<file path="config.mk">
export PLATFORM = sky130hd
export DESIGN_NAME = multicycle_controlunit
export DESIGN_NICKNAME = d
export VERILOG_FILES = /design/src/rtl/multicycle_controlunit.sv
export SDC_FILE = /design/constraint.sdc
export NUM_CORES = 1
export LEC_CHECK = 0
export BUFFER_PORTS_ARGS = -buffer_cell sky130_fd_sc_hd__buf_2
export CAP_MARGIN = 20
export CORE_MARGIN = 5
export CORE_UTILIZATION = 34
export DETAILED_ROUTE_END_ITERATION = 16
export HOLD_SLACK_MARGIN = 0.12
export PLACE_DENSITY_LB_ADDON = 0.12
export SLEW_MARGIN = 20
export SYNTH_ARGS = -nofsm -noshare
export SYNTH_HDL_FRONTEND = slang
export SYNTH_SLANG_ARGS = --single-unit
export TNS_END_PERCENT = 30
</file>
<file path="constraint.sdc">
create_clock -name clk -period 1.8 [get_ports clk]
set_clock_uncertainty 0.15 [all_clocks]
set_input_delay 0.36 -clock clk [delete_from_list [all_inputs] [get_ports clk]]
set_output_delay 0.36 -clock clk [all_outputs]
set_load 0.1 [all_outputs]
</file>
<file path="src/rtl/multicycle_controlunit.sv">
// multicycle_controlunit: multicycle RV control FSM with shared memory handshake, timeout trap
// and optional retired counter (CTRL_PERF_CNT_EN).
module multicycle_controlunit #(
  parameter int MEM_TIMEOUT = 15,
  parameter int CNT_WIDTH   = 32
) (
  input  logic                 clk,
  input  logic                 rst,
  input  logic [31:0]          instr,
  input  logic                 EQ,
  input  logic                 mem_ready,
  output logic                 MemReq,
  output logic                 MemWrite,
  output logic                 IRWrite,
  output logic                 PCWrite,
  output logic                 PCsrc,
  output logic                 RegWrite,
  output logic [2:0]           ALUctrl,
  output logic                 ALUsrc,
  output logic [1:0]           ImmSrc,
  output logic                 ResultSrc,
  output logic                 trap,
  output logic [CNT_WIDTH-1:0] retired
);
  typedef enum logic [2:0] {S_FETCH, S_DECODE, S_EXEC, S_MEM, S_WB, S_TRAP} state_t;
  localparam int WW = (MEM_TIMEOUT > 0) ? $clog2(MEM_TIMEOUT + 1) : 1;
  state_t        r_state, w_next;
  logic [WW-1:0] r_wait;
  logic [6:0]    w_op;
  logic [2:0]    w_f3;
  logic          w_addi, w_add, w_lw, w_sw, w_beq, w_bne, w_legal, w_timeout;
  logic          w_unused;
  assign w_op      = instr[6:0];
  assign w_f3      = instr[14:12];
  assign w_addi    = w_op == 7'b0010011 && w_f3 == 3'b000;
  assign w_add     = w_op == 7'b0110011 && w_f3 == 3'b000 && instr[31:25] == 7'd0;
  assign w_lw      = w_op == 7'b0000011 && w_f3 == 3'b010;
  assign w_sw      = w_op == 7'b0100011 && w_f3 == 3'b010;
  assign w_beq     = w_op == 7'b1100011 && w_f3 == 3'b000;
  assign w_bne     = w_op == 7'b1100011 && w_f3 == 3'b001;
  assign w_legal   = w_addi | w_add | w_lw | w_sw | w_beq | w_bne;
  assign w_unused  = &{1'b0, instr[24:15], instr[11:7]};
  // Fires on the last permitted wait cycle, so the trap lands exactly MEM_TIMEOUT waits in.
  assign w_timeout = (MEM_TIMEOUT != 0) && !mem_ready && r_wait == WW'(MEM_TIMEOUT - 1);
  always_ff @(posedge clk or posedge rst)
    if (rst) r_state <= S_FETCH;
    else     r_state <= w_next;
  always_ff @(posedge clk or posedge rst)
    if (rst) r_wait <= '0;
    else     r_wait <= (MemReq && !mem_ready) ? r_wait + 1'b1 : '0;
  always_comb begin
    w_next    = r_state;
    MemReq    = 1'b0;
    MemWrite  = 1'b0;
    IRWrite   = 1'b0;
    PCWrite   = 1'b0;
    PCsrc     = 1'b0;
    RegWrite  = 1'b0;
    ALUctrl   = 3'b000;
    ALUsrc    = 1'b1;
    ImmSrc    = 2'b00;
    ResultSrc = 1'b0;
    trap      = 1'b0;
    unique case (r_state)
      S_FETCH: begin
        MemReq  = 1'b1;
        IRWrite = mem_ready;
        w_next  = mem_ready ? S_DECODE : (w_timeout ? S_TRAP : S_FETCH);
      end
      S_DECODE: w_next = w_legal ? S_EXEC : S_TRAP;
      S_EXEC: begin
        ALUsrc   = !(w_add | w_beq | w_bne);
        ALUctrl  = (w_beq | w_bne) ? 3'b001 : 3'b000;
        ImmSrc   = (w_beq | w_bne) ? 2'b01 : (w_sw ? 2'b10 : 2'b00);
        RegWrite = w_addi | w_add;
        PCWrite  = !(w_lw | w_sw);
        PCsrc    = (w_beq & EQ) | (w_bne & !EQ);
        w_next   = (w_lw | w_sw) ? S_MEM : S_FETCH;
      end
      S_MEM: begin
        MemReq   = 1'b1;
        MemWrite = w_sw;
        ImmSrc   = w_sw ? 2'b10 : 2'b00;
        PCWrite  = w_sw & mem_ready;
        w_next   = mem_ready ? (w_sw ? S_FETCH : S_WB) : (w_timeout ? S_TRAP : S_MEM);
      end
      S_WB: begin
        RegWrite  = 1'b1;
        ResultSrc = 1'b1;
        PCWrite   = 1'b1;
        w_next    = S_FETCH;
      end
      default: trap = 1'b1;
    endcase
    if (rst) begin
      MemReq   = 1'b0;
      IRWrite  = 1'b0;
      MemWrite = 1'b0;
      PCWrite  = 1'b0;
      PCsrc    = 1'b0;
      RegWrite = 1'b0;
      ALUctrl  = 3'b000;
      ALUsrc   = 1'b0;
      ImmSrc   = 2'b00;
      ResultSrc = 1'b0;
      trap     = 1'b0;
    end
  end
`ifdef CTRL_PERF_CNT_EN
  logic [CNT_WIDTH-1:0] r_retired;
  always_ff @(posedge clk or posedge rst)
    if (rst)          r_retired <= '0;
    else if (PCWrite) r_retired <= r_retired + 1'b1;
  assign retired = r_retired;
`else
  assign retired = '0;
`endif
endmodule

</file>
==> results.yml <==
outcome:
  outcome: "finished, violations left"
  violated_checks: "setup timing"
synth:
  synth.most_common_cell: "sky130_fd_sc_hd__buf_4"
  post_synthesis_cell_area_um2: 958
  synth_top_cell_by_area: "sky130_fd_sc_hd__buf_4"
  ys_seq_elements: 7
  dominantRegCellSynth: "sky130_fd_sc_hd__dfrtp_1"
  synth_enable_flop_cells: 0
  synthDistinctLibCells: 40
  post_synth_most_frequent_cells: "34 x sky130_fd_sc_hd__buf_4, 11 x sky130_fd_sc_hd__nor2_1, 7 x sky130_fd_sc_hd__dfrtp_1"
  fraction_of_registers_with_async_set_reset_pct: 100
  syn_inst: 116
  synth_sequential_area_ratio_pct: 18.3
  ys_top_cells_by_area: "sky130_fd_sc_hd__buf_4 27%, sky130_fd_sc_hd__dfrtp_1 18%, sky130_fd_sc_hd__nor2_1 4.3%, sky130_fd_sc_hd__nand4bb_4 2.9%, sky130_fd_sc_hd__ha_1 2.6%"
  netlist.area_leader.share_pct: 26.6
  yosys_warnings: 0
  avgSynthCellArea_um2: 8.26
floorplanning:
  core_region_area_mm2: 0.00273
  boundaryPins: 82
  die_outline_area_mm2: 0.00398
  start_util_pct: 35.1
  floorplan.die.width_um: 63.1
  floorplan.rows: 19
  floorplan.die.height_um: 63.1
clock_tree:
  cts_tree: "built"
  clk_path_buf_depth: 2
  clock-root-buffer: "sky130_fd_sc_hd__clkbuf_4"
  clkTransAtPathRegs_ns: 0.05
  cts_htree_levels: 1
  clock_insertion_delay_worst_skew_ns: 0.25
  clock_sink_count: 7
  cts_made_buffers: 3
global_route:
  grt_antenna_before_repair: 0
  grt_overflow_total: 0
  globalRouteTotalUtil_pct: 12.3
  grt_first_pass_wirelength_um: 4100
  largest_net_degree_at_the_start_of_global_routing: 10
  vias_in_the_first_global_route: 926
timing:
  timing_hold_violations_final: 0
  period_needed_ns: 2.25
  hold_slack_ns: 0.343
  fmax_mhz: 444
  final-setup-viol-count: 12
  timing.final.ws_setup_ns: -0.450
  timing.final.max_slew_violations: 0
  setup_repair_after_global_routing_missed_its_margin: "yes"
  final.period_utilization_pct: 125
worst_setup_path:
  critPathLaunch: "instr[6]"
  setup.worst_path.start_class: "input port"
  worstPathArrival_ns: 1.74
  timing.setup.critical_path_class: "input port to primary output"
  crit_path_max_incr_delay_ns: 0.40
  critical_path_maximum_fanout: 3
  worstSetupEndpointType: "primary output"
  crit-reg2reg-launch: "r_state[0]"
  worst_ep_required_time_ns: 1.29
  r2r_setup_slack_ns: 0.16
  cpMaxStageDelayCell: "sky130_fd_sc_hd__or3b_4"
  critical_path.cell_chain: "buf_6 > or3b_4 > nor4_4 > mux2_4 > a21oi_4 > buf_12"
min_path:
  hold_start: "r_wait[0]"
  worst_min_path_class: "flop to flop"
cells_and_area:
  multi_input_comb_area_um2: 776
  fillers: 262
  antenna-diode-count: 0
  seq_area_um2: 179
  postLayoutCoreUtil_pct: 58.6
  area_delta_synth_final_pct: 67.2
  finish.net_count: 216
  drive_gt1_share_pct: 53.7
  final_cell_area_mm2: 0.00160
routing:
  vias_per_instance: 4.58
  dr_total_vias: 952
  antenna_violating_nets_left: 0
  detail_route.drc_violations: 0
  routedWlPerCell_um: 12.2
  routed_wl_um: 2540
  count_of_routing_violations_after_the_opening_detailed_route_iteration: 20
  drt_first_pass_iters: 4
placed_design:
  gp_routability_congestion: 0.820
  buffer_ports.inserted: 32
  detailed_place_hpwl_um: 2190
  place_area_mm2: 0.00148
run:
  timing.max_cap.violations: 0
pwr:
  vdd_ir_drop_max_mv: 0.779
  power.leakage_nw: 0.733
  power-per-cell-area_mw_per_mm2: 1020
per-stage QoR:
step	power [W]	std cells	TNS, ns	setup slack (ns)
after floorplan	0.00115	149	-8.16	-0.703
final	0.00164	208	-3.30	-0.450
after CTS	0.00163	208	-3.58	-0.465
after global placement	0.00143	202	-3.63	-0.516
after global routing	0.00171	208	-4.07	-0.512
after detailed placement	0.00144	202	-3.77	-0.523
final timing paths:
check                             end  cells past startpoint
max                           PCWrite                      6
min                         r_wait[0]                      1
max reg2reg                 r_wait[2]                      5
min reg2reg                 r_wait[0]                      1
max in group asynchronous  r_state[1]                      4
min in group asynchronous   r_wait[3]                      4
area by class of cell:
class / instances / area share, %
repair buffers: 61 / 35.7
clock buffers: 4 / 1.64
multi-input cells: 102 / 48.4
inverters: 3 / 0.703
flip-flops and latches: 7 / 11.2
well taps: 31 / 2.42
critical path, delay by kind of cell:
kind / cells / cell delay [ns]
AO/OA/AOI/OAI: 1 / 0.17
buffers and inverters: 2 / 0.28
multiplexers: 1 / 0.35
AND/OR/NAND/NOR: 2 / 0.58
registers in the layout, indices dropped and copies added (netlist names):
| register | flops |
|---|---|
| r_state | 3 |
| r_wait | 4 |
cells by family after synthesis:
family                     Yosys count  share of synthesized area [%]
muxes                                1                           1.17
adders and majority gates            2                           2.61
AOI/OAI and AO/OA                   17                           14.5
and+or+nand+nor                     45                           31.3
DFF                                  7                           18.3
buffers and inverters               40                           29.0
other                                1                          0.391
xor gates and xnor gates             3                           2.74
power by group:
group	switching (W)	internal, W
clock	0.0000607	0.0000848
combinational	0.000840	0.000408
sequential	0.0000572	0.000191
total	0.000958	0.000684
layer usage:
layer  routed length [um]  up-vias  GRT usage, %
li1                     -      469             -
met1                  957      436          14.4
met2                 1310       43          20.8
met3                  241        4          4.09
met4                   22        0          3.98
met5                    0        -             0
layout by cell type (no fill, tap or decap), types with 3 or more instances in the layout:
cell	count
sky130_fd_sc_hd__conb_1	34
sky130_fd_sc_hd__buf_4	26
sky130_fd_sc_hd__buf_2	18
sky130_fd_sc_hd__buf_12	11
sky130_fd_sc_hd__nor2_1	7
sky130_fd_sc_hd__buf_6	5
sky130_fd_sc_hd__nor2_4	4
sky130_fd_sc_hd__dfrtp_1	4
sky130_fd_sc_hd__a21oi_1	3
sky130_fd_sc_hd__nand2_1	3
sky130_fd_sc_hd__nand3_1	3
sky130_fd_sc_hd__clkbuf_4	3
sky130_fd_sc_hd__dfrtp_2	3
timing repair:
| item | 4_1_cts | 5_1_grt |
|---|---|---|
| hold buffers | 1 | 0 |
| setup buffers | 1 | 0 |
| gates resized for setup | 15 | 4 |
| setup endpoints to repair | 12 | 12 |
| hold endpoints to repair | 7 | 0 |
| pin swaps | 3 | 4 |
(Power assumes the default switching activity.)
